==> config.mk <==
export PLATFORM = sky130hd
export DESIGN_NAME = frv_ex_wb_buffer
export DESIGN_NICKNAME = d
export VERILOG_FILES = /design/src/rtl/frv_ex_wb_buffer.sv
export SDC_FILE = /design/constraint.sdc
export NUM_CORES = 1
export LEC_CHECK = 0
export BUFFER_PORTS_ARGS = -buffer_cell sky130_fd_sc_hd__buf_2
export CAP_MARGIN = 20
export CORE_UTILIZATION = 53
export DETAILED_ROUTE_END_ITERATION = 6
export GPL_TIMING_DRIVEN = 0
export MAX_ROUTING_LAYER = met4
export PLACE_DENSITY = 0.79
export SLEW_MARGIN = 20
export SYNTH_ARGS = -nofsm -noshare
export SYNTH_HDL_FRONTEND = slang
export SYNTH_SLANG_ARGS = --single-unit
export TNS_END_PERCENT = 5
==> constraint.sdc <==
create_clock -name g_clk -period 2 [get_ports g_clk]
set_input_delay 0.5 -clock g_clk [delete_from_list [all_inputs] [get_ports g_clk]]
set_output_delay 0.5 -clock g_clk [all_outputs]
set_load 0.01 [all_outputs]
==> src/rtl/frv_ex_wb_buffer.sv <==
// frv_ex_wb_buffer: two-entry skid buffer between execute and writeback.
// Ports:
//   g_clk, g_resetn (sync, active low), flush
//   ex_valid/ex_ready/ex_result/ex_rd/ex_wen : execute-side handshake
//   wb_valid/wb_ready/wb_result/wb_rd/wb_wen : writeback-side head entry
//   hz_rs1/2, hz_rs1/2_hit, hz_rs1/2_data   : forwarding lookup,
//   present only when FRV_EX_WB_FWD_EN is defined.
module frv_ex_wb_buffer #(
    parameter int XLEN = 32,
    parameter int RD_W = 5
) (
    input  logic            g_clk,
    input  logic            g_resetn,
    input  logic            flush,
    input  logic            ex_valid,
    output logic            ex_ready,
    input  logic [XLEN-1:0] ex_result,
    input  logic [RD_W-1:0] ex_rd,
    input  logic            ex_wen,
`ifdef FRV_EX_WB_FWD_EN
    input  logic [RD_W-1:0] hz_rs1,
    input  logic [RD_W-1:0] hz_rs2,
    output logic            hz_rs1_hit,
    output logic            hz_rs2_hit,
    output logic [XLEN-1:0] hz_rs1_data,
    output logic [XLEN-1:0] hz_rs2_data,
`endif
    output logic            wb_valid,
    input  logic            wb_ready,
    output logic [XLEN-1:0] wb_result,
    output logic [RD_W-1:0] wb_rd,
    output logic            wb_wen
);

    localparam int XL = XLEN - 1;

    typedef enum logic [1:0] {
        EMPTY = 2'd0,
        ONE   = 2'd1,
        FULL  = 2'd2
    } state_t;

    state_t          state_q, state_d;
    logic [XL:0]     e0_res_q, e0_res_d;
    logic [RD_W-1:0] e0_rd_q, e0_rd_d;
    logic            e0_wen_q, e0_wen_d;
    logic [XL:0]     e1_res_q, e1_res_d;
    logic [RD_W-1:0] e1_rd_q, e1_rd_d;
    logic            e1_wen_q, e1_wen_d;

    logic push, pop;

    // Handshake flags come only from state, never from wb_ready.
    assign ex_ready  = (state_q != FULL);
    assign wb_valid  = (state_q != EMPTY);
    assign wb_result = e0_res_q;
    assign wb_rd     = e0_rd_q;
    assign wb_wen    = e0_wen_q;

    assign push = ex_valid & ex_ready;
    assign pop  = wb_valid & wb_ready;

    always_comb begin
        state_d  = state_q;
        e0_res_d = e0_res_q;
        e0_rd_d  = e0_rd_q;
        e0_wen_d = e0_wen_q;
        e1_res_d = e1_res_q;
        e1_rd_d  = e1_rd_q;
        e1_wen_d = e1_wen_q;
        case (state_q)
            EMPTY: begin
                if (push) begin
                    e0_res_d = ex_result;
                    e0_rd_d  = ex_rd;
                    e0_wen_d = ex_wen;
                    state_d  = ONE;
                end
            end
            ONE: begin
                // Push with pop: head is replaced in place, no bubble.
                if (push) begin
                    if (pop) begin
                        e0_res_d = ex_result;
                        e0_rd_d  = ex_rd;
                        e0_wen_d = ex_wen;
                    end else begin
                        e1_res_d = ex_result;
                        e1_rd_d  = ex_rd;
                        e1_wen_d = ex_wen;
                        state_d  = FULL;
                    end
                end else if (pop) begin
                    state_d = EMPTY;
                end
            end
            FULL: begin
                if (pop) begin
                    e0_res_d = e1_res_q;
                    e0_rd_d  = e1_rd_q;
                    e0_wen_d = e1_wen_q;
                    state_d  = ONE;
                end
            end
            default: state_d = EMPTY;
        endcase
        // Flush drops incoming and held entries; payload regs are don't-care.
        if (flush) begin
            state_d = EMPTY;
        end
    end

    always_ff @(posedge g_clk) begin
        if (!g_resetn) begin
            state_q  <= EMPTY;
            e0_res_q <= '0;
            e0_rd_q  <= '0;
            e0_wen_q <= 1'b0;
            e1_res_q <= '0;
            e1_rd_q  <= '0;
            e1_wen_q <= 1'b0;
        end else begin
            state_q  <= state_d;
            e0_res_q <= e0_res_d;
            e0_rd_q  <= e0_rd_d;
            e0_wen_q <= e0_wen_d;
            e1_res_q <= e1_res_d;
            e1_rd_q  <= e1_rd_d;
            e1_wen_q <= e1_wen_d;
        end
    end

`ifdef FRV_EX_WB_FWD_EN
    logic e0_fw, e1_fw;
    logic h0_rs1, h1_rs1, h0_rs2, h1_rs2;

    // An entry can forward only if it really writes a non-zero register.
    assign e0_fw = (state_q != EMPTY) & e0_wen_q & (e0_rd_q != '0);
    assign e1_fw = (state_q == FULL) & e1_wen_q & (e1_rd_q != '0);

    assign h0_rs1 = e0_fw & (e0_rd_q == hz_rs1);
    assign h1_rs1 = e1_fw & (e1_rd_q == hz_rs1);
    assign h0_rs2 = e0_fw & (e0_rd_q == hz_rs2);
    assign h1_rs2 = e1_fw & (e1_rd_q == hz_rs2);

    assign hz_rs1_hit = h0_rs1 | h1_rs1;
    assign hz_rs2_hit = h0_rs2 | h1_rs2;

    // E1 is younger, so it takes priority.
    assign hz_rs1_data = h1_rs1 ? e1_res_q : (h0_rs1 ? e0_res_q : '0);
    assign hz_rs2_data = h1_rs2 ? e1_res_q : (h0_rs2 ? e0_res_q : '0);
`endif

endmodule
==> results.toml <==
[run_status]
status = "complete, no violations"

[pwr]
leakagePower_nw = 1.87
powerDensity_nw_per_um2 = 853
vdd_drop_max_v = 0.000524

[flow_run]
drv_cap = 0

[synthesis]
synth-seq-cells = 78
syn_inst = 360
synthArstFlopShare_pct = 0
synth_edf_count = 0
ys.flop_type = "dfxtp_1"
yosysWarnings = 0
syn_avg_cell_area_um2 = 9.46
yosysSeqAreaShare_pct = 45.8
synth_fp_nets = 403
ys_types = 21
synth_area_um2 = 3410

[sta]
tns_ns = 0
grt_setup_unrepaired = "false"
fmax_mhz = 523
hold_viol = 0
finClkSkew_ns = 0.00504
setup_viol = 0
worst_pin_slew_ns = 0.727
fin_crit_sh_pct = 95.5
setup_slack_ns = 0.0898
finalCriticalPeriod_ns = 1.91
slew_headroom_pct = 51.6
fin_hold_ws_ns = 0.387
timing.final.max_slew_violations = 0

[final_layout]
fin_nets = 496
mostFrequentLayoutCell = "buf_2"
diodes = 0
fin_util_pct = 68.4
final_cell_mix = "buf_2 (97), nand2_1 (78), dfxtp_1 (78)"
drive_gt1_share_pct = 31.2
fillers = 493
syn_to_final_growth_pct = 21.7

[critical_path]
rrSetupSlack_ns = 0.26
cp.required_ns = 1.50
worstSetupPathType = "reg -> out"
slowest_delay_ns = 0.42
arrival_ns = 1.41
startpoint_type = "register"
crit_path_frequent_cell = "buf_2"
critPathCaptureType = "output pin"
crit_fanout = 10
crit_slowest_cell = "dfxtp_1"
path_cells = "nand2b_1 > buf_2 > buf_4 > buf_2"

[placement]
dp_hpwl_mm = 5.68
dpl_worst_slack_ns = 0.150
port_buffers = 82
place_congestion = 0.786

[cts]
root_buffer = "clkbuf_8"
cts_buffers = 9
htreeDepth = 3
clkSlewWorstSetupHoldPaths_ns = 0.08
cts_buffer_depth = 2
clkSinkCount = 78
clock_latency_ns = 0.35
cts_tree = "done"

[routing]
drc_errors = 0
drtIter0Drc = 129
routed_wl_mm = 8.30
vias = 3028
drtPass1Iterations = 4
post_drt_wl_per_cell_um = 15.6
detail_route.vias_per_cell = 5.68
ant_nets = 0

[floorplan]
row_count = 28
dieArea_um2 = 6750
chipHeight_um = 82.2
io_pins = 83
die_w_um = 82.2
start_util_pct = 56.2
fp.coreArea_um2 = 6060

[global_route]
antenna_found_initial = 0
track_usage_pct = 27.1
grt_pass1_wl_mm = 13.4
grt_max_degree = 13
grt-ovfl-total = 0
grt_pass1_vias = 2849

[min_path]
hold_class = "in -> reg"
## routing by layer
layer / track usage (%) / up-vias / wire [µm] / share of wire, %
met2: 42.6 / 75 / 4040 / 49
met1: 33.9 / 1458 / 3740 / 45
met5: - / - / 0 / 0
met4: 10.5 / 0 / 125 / 1.5
met3: 5.93 / 10 / 399 / 4.8
li1: - / 1485 / - / -
## worst max-delay path, delay by kind of cell (launching register included)
family,cells,cell delay [ns]
buffers and inverters,3,0.50
AND/OR/NAND/NOR,1,0.13
flip-flops,1,0.42
## cell usage after synthesis (2+ instances only)
cell type   n  area (µm²)
a211oi_1   57         428
a211oi_2   20         250
a21o_1      2        15.0
a21oi_1    39         195
buf_2      16        80.1
buf_4       2        15.0
buf_6       3        33.8
clkbuf_1   15        56.3
dfxtp_1    78        1560
inv_1       2        7.51
mux2i_1    38         380
nand2_1    78         293
nand2b_1    2        12.5
## registers in the layout (all words and copies together) (netlist names)
signal	cells
e1_res_q	32
wb_result	32
e1_rd_q	5
wb_rd	5
state_q	2
e1_wen_q	1
wb_wen	1
## cell type report
type	instances	area [µm²]	area share, %
multi-input combinational	243	1640	39.7
sequential	78	1560	37.7
timing repair buffer	82	410	9.90
buffer	37	195	4.71
clock buffer	13	169	4.07
tap	75	93.8	2.26
clock inverter	3	65.1	1.57
inverter	2	7.51	0.181
## metrics by stage
| step | cell area, µm² | cells | total power [W] |
|---|---|---|---|
| 2_1_floorplan | 3410 | 360 | 0.00200 |
| 6_report | 4150 | 533 | 0.00354 |
| 5_1_grt | 4150 | 533 | 0.00368 |
| 3_3_place_gp | 3910 | 517 | 0.00218 |
| 4_1_cts | 4150 | 533 | 0.00354 |
| 3_5_place_dp | 3910 | 517 | 0.00219 |
## cell families (layout without fill, tap and decap cells)
| logic type | after synthesis | after routing | synth area share, % |
|---|---|---|---|
| buffers and inverters | 39 | 137 | 5.88 |
| AO/OA/AOI/OAI | 118 | 118 | 26.1 |
| multiplexers | 39 | 39 | 11.6 |
| AND/OR/NAND/NOR | 86 | 86 | 10.6 |
| flip-flops | 78 | 78 | 45.8 |
## power breakdown
group / internal, W / leakage, nW / total [W] / switching (W)
clock: 0.000805 / 0.120 / 0.00138 / 0.000572
combinational: 0.000205 / 1.11 / 0.000479 / 0.000274
sequential: 0.00164 / 0.640 / 0.00168 / 0.0000452
## timing repair
action                     4_1_cts  5_1_grt
setup endpoints to repair        1        0
hold buffers                     0        0
setup buffers                    0        0
gates resized for setup          1        0
## path summary, 6_finish.rpt
check                from       endpoint  cells past startpoint
max            state_q[0]       ex_ready                      4
max reg2reg    state_q[1]  wb_result[25]                      5
min              wb_ready     state_q[1]                      2
min reg2reg  e1_res_q[24]   e1_res_q[24]                      2
Note: power is estimated with default switching activity, not from simulation.
